File: src/rtl/rom_arbiter_if.sv
// rom_arbiter_if: bus, scan and ROM port bundle for rom_arbiter
interface rom_arbiter_if #(parameter int SUM_W = 16);
  logic             bus_req;
  logic [9:0]       bus_addr;
  logic             bus_oe;
  logic [7:0]       bus_data;
  logic             scan_start;
  logic             scan_busy;
  logic             scan_done;
  logic [SUM_W-1:0] scan_sum;
  logic [9:0]       rom_addr;
  logic             rom_en;
  logic             rom_oe;
  logic [7:0]       rom_do;
  modport master(
    output bus_req, bus_addr, scan_start, rom_oe, rom_do,
    input  bus_oe, bus_data, scan_busy, scan_done, scan_sum, rom_addr, rom_en
  );
  modport slave(
    input  bus_req, bus_addr, scan_start, rom_oe, rom_do,
    output bus_oe, bus_data, scan_busy, scan_done, scan_sum, rom_addr, rom_en
  );
endinterface

File: src/rtl/rom_arbiter.sv
// rom_arbiter: single-port ROM shared by a priority bus and a checksum scan engine (scan engine built only with ROM_SCAN_EN)
module rom_arbiter #(
  parameter int SUM_W = 16
) (
  input logic          clk,
  input logic          rst_n,
  rom_arbiter_if.slave io
);
  typedef enum logic [1:0] {NONE, BUS, SCAN} tag_t;
  tag_t       tag;
  logic       scan_issue;
  logic [9:0] scan_addr;
  assign io.rom_addr = io.bus_req ? io.bus_addr : scan_issue ? scan_addr : 10'd0;
  assign io.rom_en   = tag != NONE;
  assign io.bus_oe   = (tag == BUS) && io.rom_oe;
  assign io.bus_data = (tag == BUS) ? io.rom_do : 8'd0;
  // remember who issued this cycle's read so the returning data is routed next cycle
  always_ff @(posedge clk)
    if (!rst_n) tag <= NONE;
    else tag <= io.bus_req ? BUS : scan_issue ? SCAN : NONE;
`ifdef ROM_SCAN_EN
  typedef enum logic [1:0] {IDLE, RUN, DRAIN, DONE} state_t;
  state_t           state;
  logic [SUM_W-1:0] acc;
  logic [SUM_W-1:0] acc_nxt;
  logic [SUM_W-1:0] sum;
  assign scan_issue   = (state == RUN) && !io.bus_req;
  assign acc_nxt      = acc + ((tag == SCAN && io.rom_oe) ? SUM_W'(io.rom_do) : '0);
  assign io.scan_busy = (state == RUN) || (state == DRAIN);
  assign io.scan_done = state == DONE;
  assign io.scan_sum  = sum;
  // scan sequencer: walk all addresses in bus gaps, fold returning bytes, publish sum once drained
  always_ff @(posedge clk)
    if (!rst_n) begin
      state     <= IDLE;
      scan_addr <= '0;
      acc       <= '0;
      sum       <= '0;
    end else begin
      acc <= acc_nxt;
      case (state)
        IDLE:
          if (io.scan_start) begin
            state     <= RUN;
            scan_addr <= '0;
            acc       <= '0;
          end
        RUN:
          if (scan_issue) begin
            scan_addr <= scan_addr + 10'd1;
            if (scan_addr == 10'h3ff) state <= DRAIN;
          end
        DRAIN: begin
          state <= DONE;
          sum   <= acc_nxt;
        end
        default: state <= IDLE;
      endcase
    end
`else
  assign scan_issue   = 1'b0;
  assign scan_addr    = 10'd0;
  assign io.scan_busy = 1'b0;
  assign io.scan_done = 1'b0;
  assign io.scan_sum  = '0;
`endif
endmodule

File: src/flat_wrapper.sv
// flat-port wrapper written by rule: the top's interface ports become plain ports
module rom_arbiter_flat 
#(
  parameter int SUM_W = 16
)
  (clk, rst_n, io_bus_req, io_bus_addr, io_scan_start, io_rom_oe, io_rom_do, io_bus_oe, io_bus_data, io_scan_busy, io_scan_done, io_scan_sum, io_rom_addr, io_rom_en);
  rom_arbiter_if #(.SUM_W(SUM_W)) io_i ();
  input logic clk;
  input logic rst_n;
  input wire logic [$bits(io_i.bus_req)-1:0] io_bus_req;
  input wire logic [$bits(io_i.bus_addr)-1:0] io_bus_addr;
  input wire logic [$bits(io_i.scan_start)-1:0] io_scan_start;
  input wire logic [$bits(io_i.rom_oe)-1:0] io_rom_oe;
  input wire logic [$bits(io_i.rom_do)-1:0] io_rom_do;
  output wire logic [$bits(io_i.bus_oe)-1:0] io_bus_oe;
  output wire logic [$bits(io_i.bus_data)-1:0] io_bus_data;
  output wire logic [$bits(io_i.scan_busy)-1:0] io_scan_busy;
  output wire logic [$bits(io_i.scan_done)-1:0] io_scan_done;
  output wire logic [$bits(io_i.scan_sum)-1:0] io_scan_sum;
  output wire logic [$bits(io_i.rom_addr)-1:0] io_rom_addr;
  output wire logic [$bits(io_i.rom_en)-1:0] io_rom_en;
  assign io_i.bus_req = io_bus_req;
  assign io_i.bus_addr = io_bus_addr;
  assign io_i.scan_start = io_scan_start;
  assign io_i.rom_oe = io_rom_oe;
  assign io_i.rom_do = io_rom_do;
  assign io_bus_oe = io_i.bus_oe;
  assign io_bus_data = io_i.bus_data;
  assign io_scan_busy = io_i.scan_busy;
  assign io_scan_done = io_i.scan_done;
  assign io_scan_sum = io_i.scan_sum;
  assign io_rom_addr = io_i.rom_addr;
  assign io_rom_en = io_i.rom_en;
  rom_arbiter #(.SUM_W(SUM_W)) u_core (.clk(clk), .rst_n(rst_n), .io(io_i));
endmodule
File: config.mk
export PLATFORM = sky130hd
export DESIGN_NAME = rom_arbiter_flat
export DESIGN_NICKNAME = d
export VERILOG_FILES = /design/src/rtl/rom_arbiter_if.sv /design/src/rtl/rom_arbiter.sv /design/src/flat_wrapper.sv
export SDC_FILE = /design/constraint.sdc
export NUM_CORES = 1
export LEC_CHECK = 0
export CORE_ASPECT_RATIO = 0.9
export CORE_UTILIZATION = 18
export CTS_CLUSTER_SIZE = 8
export DETAILED_ROUTE_END_ITERATION = 12
export PLACE_DENSITY = 0.85
export SLEW_MARGIN = 10
export SYNTH_ARGS = -nofsm -noshare
export SYNTH_HDL_FRONTEND = slang
export SYNTH_SLANG_ARGS = --single-unit
File: constraint.sdc
create_clock -name clk -period 0.8 [get_ports clk]
set_input_delay 0.16 -clock clk [delete_from_list [all_inputs] [get_ports clk]]
set_output_delay 0.16 -clock clk [all_outputs]
set_load 0.005 [all_outputs]
Word-level counts from Yosys, hierarchy flattened
Index checks and enable logic that the tools add are counted.
{"block": "word_totals", "ff_bits": 2, "inputBits": 23, "out_inout_bits": 38}
{"block": "op_classes", "eq_ne": 1, "muxes": 3, "reduce_logical": 2}
{"op": "$mux 10", "count": 1}
{"op": "$mux 8", "count": 1}
{"op": "$eq 2x1->1 const B", "count": 1}
{"op": "$reduce_bool 2->1", "count": 1}
{"op": "$logic_and 1x1->1", "count": 1}
{"op": "$mux 1", "count": 1}

Depth between registers and ports, before layout
Gate-level depths: netlist of the first run.
{"block": "logic_depth", "word_depth": 2, "depth_mapped": 2}

Worst setup path before layout of the first run
Ideal clock, no wire load.
{"block": "synth_path", "kind": "register to output", "from": "register u_core.tag[0]", "to": "output io_bus_data[0]", "arrival_time_ns": 0.551, "setup_slack_ns": 0.089, "t_required_ns": 0.640, "stages_incl_launch_ff": 2, "cell_sequence": "dfxtp_1 > and2_1"}
{"block": "synth_between", "elab_chain_cells": 2}
{"item": "start, declared", "line_no": "rom_arbiter.sv:10", "text": "tag_t tag;"}
{"item": "start signal, assigned", "line_no": "rom_arbiter.sv:20", "text": "else tag <= io.bus_req ? BUS : scan_issue ? SCAN : NONE;"}
{"item": "$eq 2x1->1", "line_no": "rom_arbiter.sv:16", "text": "assign io.bus_data = (tag == BUS) ? io.rom_do : 8'd0;"}
{"item": "$mux 8", "line_no": "rom_arbiter.sv:16"}
{"item": "end, declared", "line_no": "flat_wrapper.sv:16", "text": "output wire logic [$bits(io_i.bus_data)-1:0] io_bus_data;"}
Every way passes these cells.

Worst setup path after layout of the first run
{"block": "layout_path", "from": "input io_rom_oe", "to": "output io_bus_oe"}
{"block": "layout_between", "elab_chain_cells": 1}
{"item": "start, declared", "line_no": "flat_wrapper.sv:13", "text": "input wire logic [$bits(io_i.rom_oe)-1:0] io_rom_oe;"}
{"item": "$logic_and 1x1->1", "line_no": "rom_arbiter.sv:15", "text": "assign io.bus_oe = (tag == BUS) && io.rom_oe;"}
{"item": "end, declared", "line_no": "flat_wrapper.sv:15", "text": "output wire logic [$bits(io_i.bus_oe)-1:0] io_bus_oe;"}
Every way passes these cells.

==> flow_summary.json, run 1 <==
{
  "outcome": "completed",
  "final_nets": 105,
  "reg_top3": "u_core.tag x1",
  "multi_input_area_sq_um": 200.2,
  "seqPwrFrac": 0.226,
  "startpoint_type": "input port",
  "setup-violations-final": 0,
  "gr-total-overflow": 0,
  "finalMaxSlewViolations": 0,
  "syn_to_final_growth_pct": 94.92,
  "drcViolationCount": 0,
  "start_util": 0.1995,
  "wl_per_cell_um": 8.490,
  "vias": 351,
  "netSwitchingPower_w": 0.00007685,
  "die_area_sq_mm": 0.001807,
  "yosysMostFrequentCell": "and2_1",
  "drive_gt1_frac": 0.3000,
  "post-dp-hpwl_um": 815,
  "core_area_sq_mm": 0.001480,
  "critical_path_class": "in -> out",
  "rsz0062_at_grt": "true",
  "diodes": 0,
  "fin_crit_sh": 0.9848,
  "power.density_mw_per_mm2": 443.1,
  "clk_pin_slew_ns": 0,
  "ys_top_cells_by_area": "buf_4 46%, and2_1 42%, dfxtp_1 6.8%",
  "holdPathStages": 2,
  "wirelength_um": 866,
  "grt_pass1_vias": 250,
  "place_ws_ns": -0.7876,
  "syn_area_sq_um": 295.3,
  "cp_max_fo": 1,
  "ant_nets": 0,
  "yosysWarnings": 0,
  "ys.flop_type": "dfxtp_1",
  "first_pass_iters": 2,
  "ys_seq_elements": 1,
  "hold_viol": 0,
  "cap_viol_max_count": 0,
  "ctsHoldBuffers": 0,
  "fin_ws_ns": 0.01216,
  "grt_antenna_before_repair": 0,
  "drt_iter0_drc": 2,
  "register_area_sq_um": 23.77,
  "cp.arrival_ns": 0.63,
  "synth-edff-count": 0,
  "pwr-share-comb": 0.774,
  "synthCells": 41,
  "internal_power_w": 0.0001782,
  "postPlaceCellArea_sq_um": 650.6,
  "synth-seq-area-share": 0.06780,
  "dieWidth_um": 44.70,
  "syn_avg_cell_area_sq_um": 7.202,
  "synth_top_area_cell": "buf_4",
  "die_h_um": 40.43,
  "worst_setup_path_end_kind": "output port",
  "grt_max_degree": 12,
  "port-buffer-count": 41,
  "grt.total_usage": 0.08150,
  "switching_share": 0.3013,
  "pin_count": 61,
  "grt_pass1_wl_mm": 1.048,
  "place.gp.congestion": 0.7714,
  "async_flop_share": 0,
  "largest_register_ffs": 1,
  "viasPerCell": 3.441,
  "finalWorstPathRequiredPeriod_ns": 0.7878,
  "hp-class": "in -> reg",
  "yosysUniqueCellTypes": 5,
  "fmax_ghz": 1.269,
  "ir_worst_vdd_mv": 0.2494,
  "pwr-share-clk": 0,
  "core.rowCount": 13,
  "leakagePower_nw": 0.3287,
  "post_cts.repair.setup_buffers": 0,
  "top_register": "u_core.tag",
  "nFillCells": 158,
  "design_area_sq_um": 575.6,
  "critPathRequiredTime_ns": 0.64,
  "synth_common_cells": "20 x and2_1, 18 x buf_4, 1 x buf_6, 1 x conb_1, 1 x dfxtp_1",
  "synth.top_cell.area_share": 0.4576
}
[kinds of logic (layout without fill, tap and decap cells)]
| family | Yosys count | in the layout | synth area share |
|---|---|---|---|
| other | 1 | 18 | 0.01270 |
| flip-flops | 1 | 1 | 0.06780 |
| buffers and inverters | 19 | 41 | 0.4958 |
| AND/OR/NAND/NOR | 20 | 20 | 0.4237 |
[metrics by stage]
stage / setup TNS (ns) / util / hold slack (ns) / total power, W / cells
final: 0 / 0.3888 / 0.4690 / 0.0002550 / 102
after global placement: -13.21 / 0.4396 / 0.7700 / 0.0003119 / 102
after detailed placement: -13.49 / 0.4396 / 0.7680 / 0.0003144 / 102
after global routing: -0.0002215 / 0.3888 / 0.5144 / 0.0002781 / 102
after CTS: 0 / 0.3753 / 0.4720 / 0.0002463 / 102
after floorplan: 0 / - / 0.2873 / 0.0001873 / 58
[critical path: stages]
cell,delay (ns)
dlygate4sd2_1,0.23
and2_4,0.13
buf_6,0.11
[cell usage in the layout, fill, tap and decap left out]
cell and count:
buf_6 3, dfxtp_4 1, conb_1 18, clkdlybuf4s15_1 17, and2_4 3, buf_2 17
dlygate4sd2_1 4, and2_1 17
[final timing paths]
check / start / to / slack (ns)
worst max-delay path: io_rom_oe / io_bus_oe / 0.01
worst min-delay path: io_bus_req / u_core.tag[0] / 0.47
[layer usage]
layer	track usage	part of all wire	up-vias
li1	-	-	163
met4	0	0	0
met5	0	0	-
met2	0.1912	0.51	44
met1	0.07235	0.27	144
met3	0.02252	0.22	0
[power groups by stage]
stage                     Clock (W)  Sequential [W]  Combinational [W]
final                             0       0.0000577           0.000197
after global routing              0       0.0000589           0.000219
after CTS                         0       0.0000577           0.000189
after detailed placement          0       0.0000588           0.000256
after global placement            0       0.0000586           0.000253
after floorplan                   0       0.0000574           0.000130
[what timing repair did]
action	CTS	global route
gates resized for setup	114	11
pin swaps	14	0
endpoints found under the setup margin	21	9
cloned	0	0
[final cells by class]
cell class	instances	share of cell area
Timing Repair Buffer	41	0.5630
Multi-Input combinational cell	38	0.3478
Tap cell	22	0.04783
Sequential cell	1	0.04130
No activity file was read; power rests on OpenSTA's default activity.
==> inputs of run 2 (changes only) <==
--- a/config.mk
+++ b/config.mk
@@ -6,10 +6,11 @@
 export NUM_CORES = 1
 export LEC_CHECK = 0
 export CORE_ASPECT_RATIO = 0.9
-export CORE_UTILIZATION = 18
+export CORE_UTILIZATION = 19
 export CTS_CLUSTER_SIZE = 8
 export DETAILED_ROUTE_END_ITERATION = 12
-export PLACE_DENSITY = 0.85
+export GPL_TIMING_DRIVEN = 0
+export PLACE_DENSITY = 0.88
 export SLEW_MARGIN = 10
 export SYNTH_ARGS = -nofsm -noshare
 export SYNTH_HDL_FRONTEND = slang
==> constraint.sdc (replaced) <==
create_clock -name clk -period 1 [get_ports clk]
set_input_delay 0.2 -clock clk [delete_from_list [all_inputs] [get_ports clk]]
set_output_delay 0.2 -clock clk [all_outputs]
set_load 0.005 [all_outputs]
==> flow_summary.json, run 2 (same netlist as run 1, synthesis figures left out) <==
{
  "outcome": "finished, violations left",
  "violations": "DRC",
  "netSwitchingPower_w": 0.00007188,
  "startpoint_type": "input port",
  "start_util": 0.2040,
  "drt_iter0_drc": 14,
  "place_ws_ns": -0.6604,
  "drive_gt1_frac": 0.4158,
  "dieWidth_um": 43.56,
  "dr_wl_met2_um": 567,
  "hold_end": "u_core.tag[0]",
  "place_inst": 114,
  "critical_path_class": "in -> out",
  "multi_input_area_sq_um": 195.2,
  "fmax_ghz": 1.031,
  "wl_met3_um": 223,
  "final_cell_mix": "20 x dlygate4sd2_1, 19 x and2_1, 19 x buf_4",
  "post-dp-hpwl_um": 932.2,
  "core_area_sq_mm": 0.001448,
  "power.density_mw_per_mm2": 366.5,
  "port-buffer-count": 41,
  "final_cells": 116,
  "finalWorstPathRequiredPeriod_ns": 0.9700,
  "first_pass_iters": 7,
  "final_util": 0.4831,
  "grt_max_degree": 11,
  "finalPower_w": 0.0002564,
  "pin_count": 61,
  "min_from": "io_bus_req",
  "die_h_um": 39.40,
  "cap_viol_max_count": 0,
  "vias": 416,
  "grt_pass1_vias": 347,
  "reg_top3": "u_core.tag x1",
  "seqPwrFrac": 0.178,
  "worst_setup_path_end_kind": "output port",
  "rsz0062_at_grt": "false",
  "core.rowCount": 13,
  "finalMaxSlewViolations": 0,
  "wl_per_cell_um": 8.724,
  "hp-class": "in -> reg",
  "fin_crit_sh": 0.9700,
  "register_area_sq_um": 23.77,
  "fin_ws_ns": 0.02996,
  "wl_met1_um": 221,
  "pwr-share-clk": 0,
  "pwr-share-comb": 0.822,
  "setup-violations-final": 0,
  "final_nets": 126,
  "die_area_sq_mm": 0.001716,
  "viasPerCell": 3.586,
  "grt_pass1_wl_mm": 1.373,
  "critPathRequiredTime_ns": 0.80,
  "cp_max_fo": 1,
  "grt.total_usage": 0.1098,
  "routed.top_layer": "met3",
  "hold_viol": 0,
  "largest_register_ffs": 1,
  "holdPathStages": 4,
  "place.gp.congestion": 0.7694,
  "syn_to_final_growth_pct": 136.9,
  "ant_nets": 0,
  "ir_worst_vdd_mv": 0.2111,
  "path_cells": "dlygate4sd2_1 -> and2_1 -> clkdlybuf4s15_1",
  "wirelength_mm": 1.012,
  "fin_hold_ws_ns": 0.6395,
  "leakagePower_nw": 0.4481,
  "drcViolationCount": 12,
  "final_common_cell": "dlygate4sd2_1",
  "cp.arrival_ns": 0.77,
  "clk_pin_slew_ns": 0,
  "gr-total-overflow": 0,
  "nFillCells": 161,
  "top_register": "u_core.tag",
  "critPathMaxStageDelay_ns": 0.23,
  "critPathSlowestCell": "dlygate4sd2_1",
  "diodes": 0,
  "switching_share": 0.2804,
  "grt_antenna_before_repair": 0,
  "internal_power_w": 0.0001845
}
-- run 2: worst max path at each step --
| stage | start | to | slack, ns | depth (start not counted) |
|---|---|---|---|---|
| 6_report | io_rom_oe | io_bus_oe | 0.03 | 3 |
| 3_5_place_dp | io_bus_req | io_rom_addr[0] | -0.66 | 4 |
| 5_1_grt | io_rom_oe | io_bus_oe | 0.01 | 3 |
| 3_3_place_gp | io_bus_req | io_rom_addr[0] | -0.64 | 4 |
| 2_1_floorplan | u_core.tag[0] | io_bus_data[0] | 0.25 | 1 |
| 4_1_cts | io_rom_do[0] | io_bus_data[0] | 0.007 | 3 |
-- run 2: routing by layer --
| metal | track usage | vias up |
|---|---|---|
| met5 | 0 | - |
| li1 | - | 205 |
| met1 | 0.07775 | 164 |
| met3 | 0.04608 | 0 |
| met2 | 0.2687 | 47 |
| met4 | 0 | 0 |
-- run 2: power by group through the flow --
stage / combinational [W] / sequential (W) / clock, W
6_report: 0.000211 / 0.0000455 / 0
5_1_grt: 0.000235 / 0.0000466 / 0
3_5_place_dp: 0.000261 / 0.0000470 / 0
4_1_cts: 0.000211 / 0.0000459 / 0
3_3_place_gp: 0.000259 / 0.0000467 / 0
2_1_floorplan: 0.000104 / 0.0000459 / 0
-- run 2: what timing repair did --
| item | 4_1_cts | 5_1_grt |
|---|---|---|
| gates cloned | 1 | 0 |
| pin swaps | 17 | 0 |
| hold endpoints to repair | 0 | 0 |
| hold buffers | 0 | 0 |
| resized for setup | 101 | 1 |
| setup buffers | 1 | 0 |
| setup endpoints to repair | 21 | 1 |
-- run 2: layout make-up --
| class | count | area share |
|---|---|---|
| Buffer | 19 | 0.2093 |
| Multi-Input combinational cell | 38 | 0.2791 |
| Sequential cell | 1 | 0.03399 |
| Tap cell | 15 | 0.02683 |
| Timing Repair Buffer | 43 | 0.4508 |
-- run 2: metrics by stage --
| step | cell area, sq um | setup TNS [ns] |
|---|---|---|
| floorplan | 359.1 | 0 |
| global route | 699.4 | 0 |
| finish | 699.4 | 0 |
| global placement | 788.3 | -10.42 |
| CTS | 704.4 | 0 |
| detailed placement | 788.3 | -10.65 |
-- run 2: critical path, delay by kind of cell --
family,cells,cell delay (ns)
buf+inv,2,0.42
simple gates,1,0.14
==> inputs of run 3 (changes only) <==
--- a/config.mk
+++ b/config.mk
@@ -5,12 +5,13 @@
 export SDC_FILE = /design/constraint.sdc
 export NUM_CORES = 1
 export LEC_CHECK = 0
+export ABC_AREA = 1
 export CORE_ASPECT_RATIO = 0.9
-export CORE_UTILIZATION = 19
+export CORE_UTILIZATION = 21
 export CTS_CLUSTER_SIZE = 8
 export DETAILED_ROUTE_END_ITERATION = 12
 export GPL_TIMING_DRIVEN = 0
-export PLACE_DENSITY = 0.88
+export PLACE_DENSITY = 0.9
 export SLEW_MARGIN = 10
 export SYNTH_ARGS = -nofsm -noshare
 export SYNTH_HDL_FRONTEND = slang
==> flow_summary.json, run 3 <==
{
  "outcome": "finished, violations left",
  "violations": "DRC",
  "final_cells": 137,
  "crit_path_frequent_cell": "buf_2",
  "grt_max_degree": 10,
  "synth-edff-count": 0,
  "gr-usage-met1": 0.08847,
  "startpoint_type": "input port",
  "grt-busiest-layer": "met2",
  "syn_avg_cell_area_sq_um": 5.287,
  "die_area_sq_mm": 0.001723,
  "place.gp.congestion": 0.7596,
  "port-buffer-count": 41,
  "grt_antenna_before_repair": 0,
  "ys_seq_elements": 1,
  "finalMaxSlewViolations": 0,
  "yosysWarnings": 0,
  "post-dp-hpwl_um": 941.1,
  "grt_pass1_vias": 384,
  "place_ws_ns": -0.6504,
  "top_register": "u_core.tag",
  "register_area_sq_um": 20.02,
  "syn_area_sq_um": 327.8,
  "multi_input_area_sq_um": 142.6,
  "leakagePower_nw": 0.6095,
  "diodes": 0,
  "critPathSlowestCell": "buf_2",
  "met3_usage": 0.02304,
  "syn_to_final_growth_pct": 119.1,
  "grt.total_usage": 0.1118,
  "power.density_mw_per_mm2": 367.6,
  "start_util": 0.2264,
  "reg_top3": "u_core.tag x1",
  "min_from": "u_core.tag[0]",
  "setup-violations-final": 0,
  "pin_count": 61,
  "yosysUniqueCellTypes": 6,
  "gr-total-overflow": 0,
  "ys.flop_type": "dfxtp_1",
  "synth_common_cells": "20 x inv_1, 20 x nand2_1, 19 x buf_4",
  "critPathRequiredTime_ns": 0.80,
  "synth_top_area_cell": "buf_4",
  "critPathMaxStageDelay_ns": 0.12,
  "nFillCells": 170,
  "wirelength_mm": 1.001,
  "finalWorstPathRequiredPeriod_ns": 0.8714,
  "ant_nets": 0,
  "tns_ns": 0,
  "vias": 482,
  "worst_setup_path_end_kind": "output port",
  "drt_iter0_drc": 8,
  "hold_viol": 0,
  "ir_worst_vdd_mv": 0.2494,
  "async_flop_share": 0,
  "cp.arrival_ns": 0.67,
  "largest_register_ffs": 1,
  "holdPathStages": 1,
  "hp-class": "reg -> out",
  "finalPower_w": 0.0002640,
  "core_area_sq_mm": 0.001448,
  "viasPerCell": 3.518,
  "cap_viol_max_count": 0,
  "final_cell_mix": "20 x nand2_1, 20 x inv_1, 20 x buf_4, 20 x buf_2, 19 x dlygate4sd2_1",
  "fin_ws_ns": 0.1286,
  "cp_max_fo": 5,
  "drive_gt1_frac": 0.3443,
  "first_pass_iters": 7,
  "critical_path_class": "in -> out",
  "fmax_ghz": 1.148,
  "die_h_um": 39.48,
  "final_nets": 147,
  "dieWidth_um": 43.65,
  "core.rowCount": 13,
  "synth.top_cell.area_share": 0.4351,
  "grt_pass1_wl_mm": 1.435,
  "path_cells": "buf_2 -> buf_6 -> nand2_1 -> inv_1 -> buf_2",
  "synth-seq-area-share": 0.06107,
  "synthCells": 62,
  "rsz0062_at_grt": "false",
  "place_inst": 135,
  "ctsHoldBuffers": 0,
  "drcViolationCount": 6,
  "hold_end": "io_rom_en",
  "clk_pin_slew_ns": 0,
  "wl_per_cell_um": 7.307,
  "ys_top_cells_by_area": "buf_4 44%, inv_1 23%, nand2_1 23%",
  "fin_crit_sh": 0.8714,
  "use_met2": 0.2799
}
## run 3: power by group
group          internal [W]  total (W)  switching [W]
combinational      0.000136   0.000220      0.0000841
clock                     0          0              0
sequential        0.0000429  0.0000437    0.000000780
## run 3: how the worst max path moves through the flow
| stage | start | endpoint | slack [ns] |
|---|---|---|---|
| detailed placement | io_bus_req | io_rom_addr[5] | -0.65 |
| global route | u_core.tag[0] | io_bus_data[5] | 0.07 |
| finish | io_bus_req | io_rom_addr[0] | 0.13 |
| global placement | io_bus_req | io_rom_addr[0] | -0.63 |
| floorplan | u_core.tag[0] | io_bus_data[0] | 0.24 |
| CTS | u_core.tag[0] | io_rom_en | 0.0004 |
## run 3: critical path: cells and delay by family
kind | cells | cell delay (ns)
buffers and inverters | 4 | 0.40
and+or+nand+nor | 1 | 0.08
## run 3: through the flow
step	area, sq um	utilization	hold slack, ns
floorplan	391.6	-	0.2976
global placement	820.8	0.5670	0.7352
detailed placement	820.8	0.5670	0.7366
CTS	721.9	0.4987	0.7308
global route	718.2	0.4961	0.6370
finish	718.2	0.4961	0.6154
## run 3: routing by layer
| metal | vias up | wire, um |
|---|---|---|
| li1 | 247 | - |
| met1 | 193 | 278 |
| met2 | 42 | 548 |
| met3 | 0 | 173 |
| met4 | 0 | 0 |
| met5 | - | 0 |
## run 3: cell families (layout without fill, tap and decap cells)
family                 count (synthesis)  after routing  share of synthesized area
buffers and inverters                 40             83                     0.6985
and+or+nand+nor                       20             20                     0.2290
DFF                                    1              1                    0.06107
other                                  1             18                    0.01144
## run 3: area by class of cell
| cell class | instances | share of cell area |
|---|---|---|
| repair buffers | 43 | 0.4286 |
| plain buffers | 20 | 0.2143 |
| multi-input cells | 38 | 0.1986 |
| inverters | 20 | 0.1045 |
| flip-flops and latches | 1 | 0.02787 |
| well taps | 15 | 0.02613 |
## run 3: what timing repair did
item | in CTS | in global routing
pin swaps | 15 | 0
buffers inserted | 1 | 0
gates cloned | 1 | 0
resized for setup | 97 | 2
endpoints found under the setup margin | 19 | 3
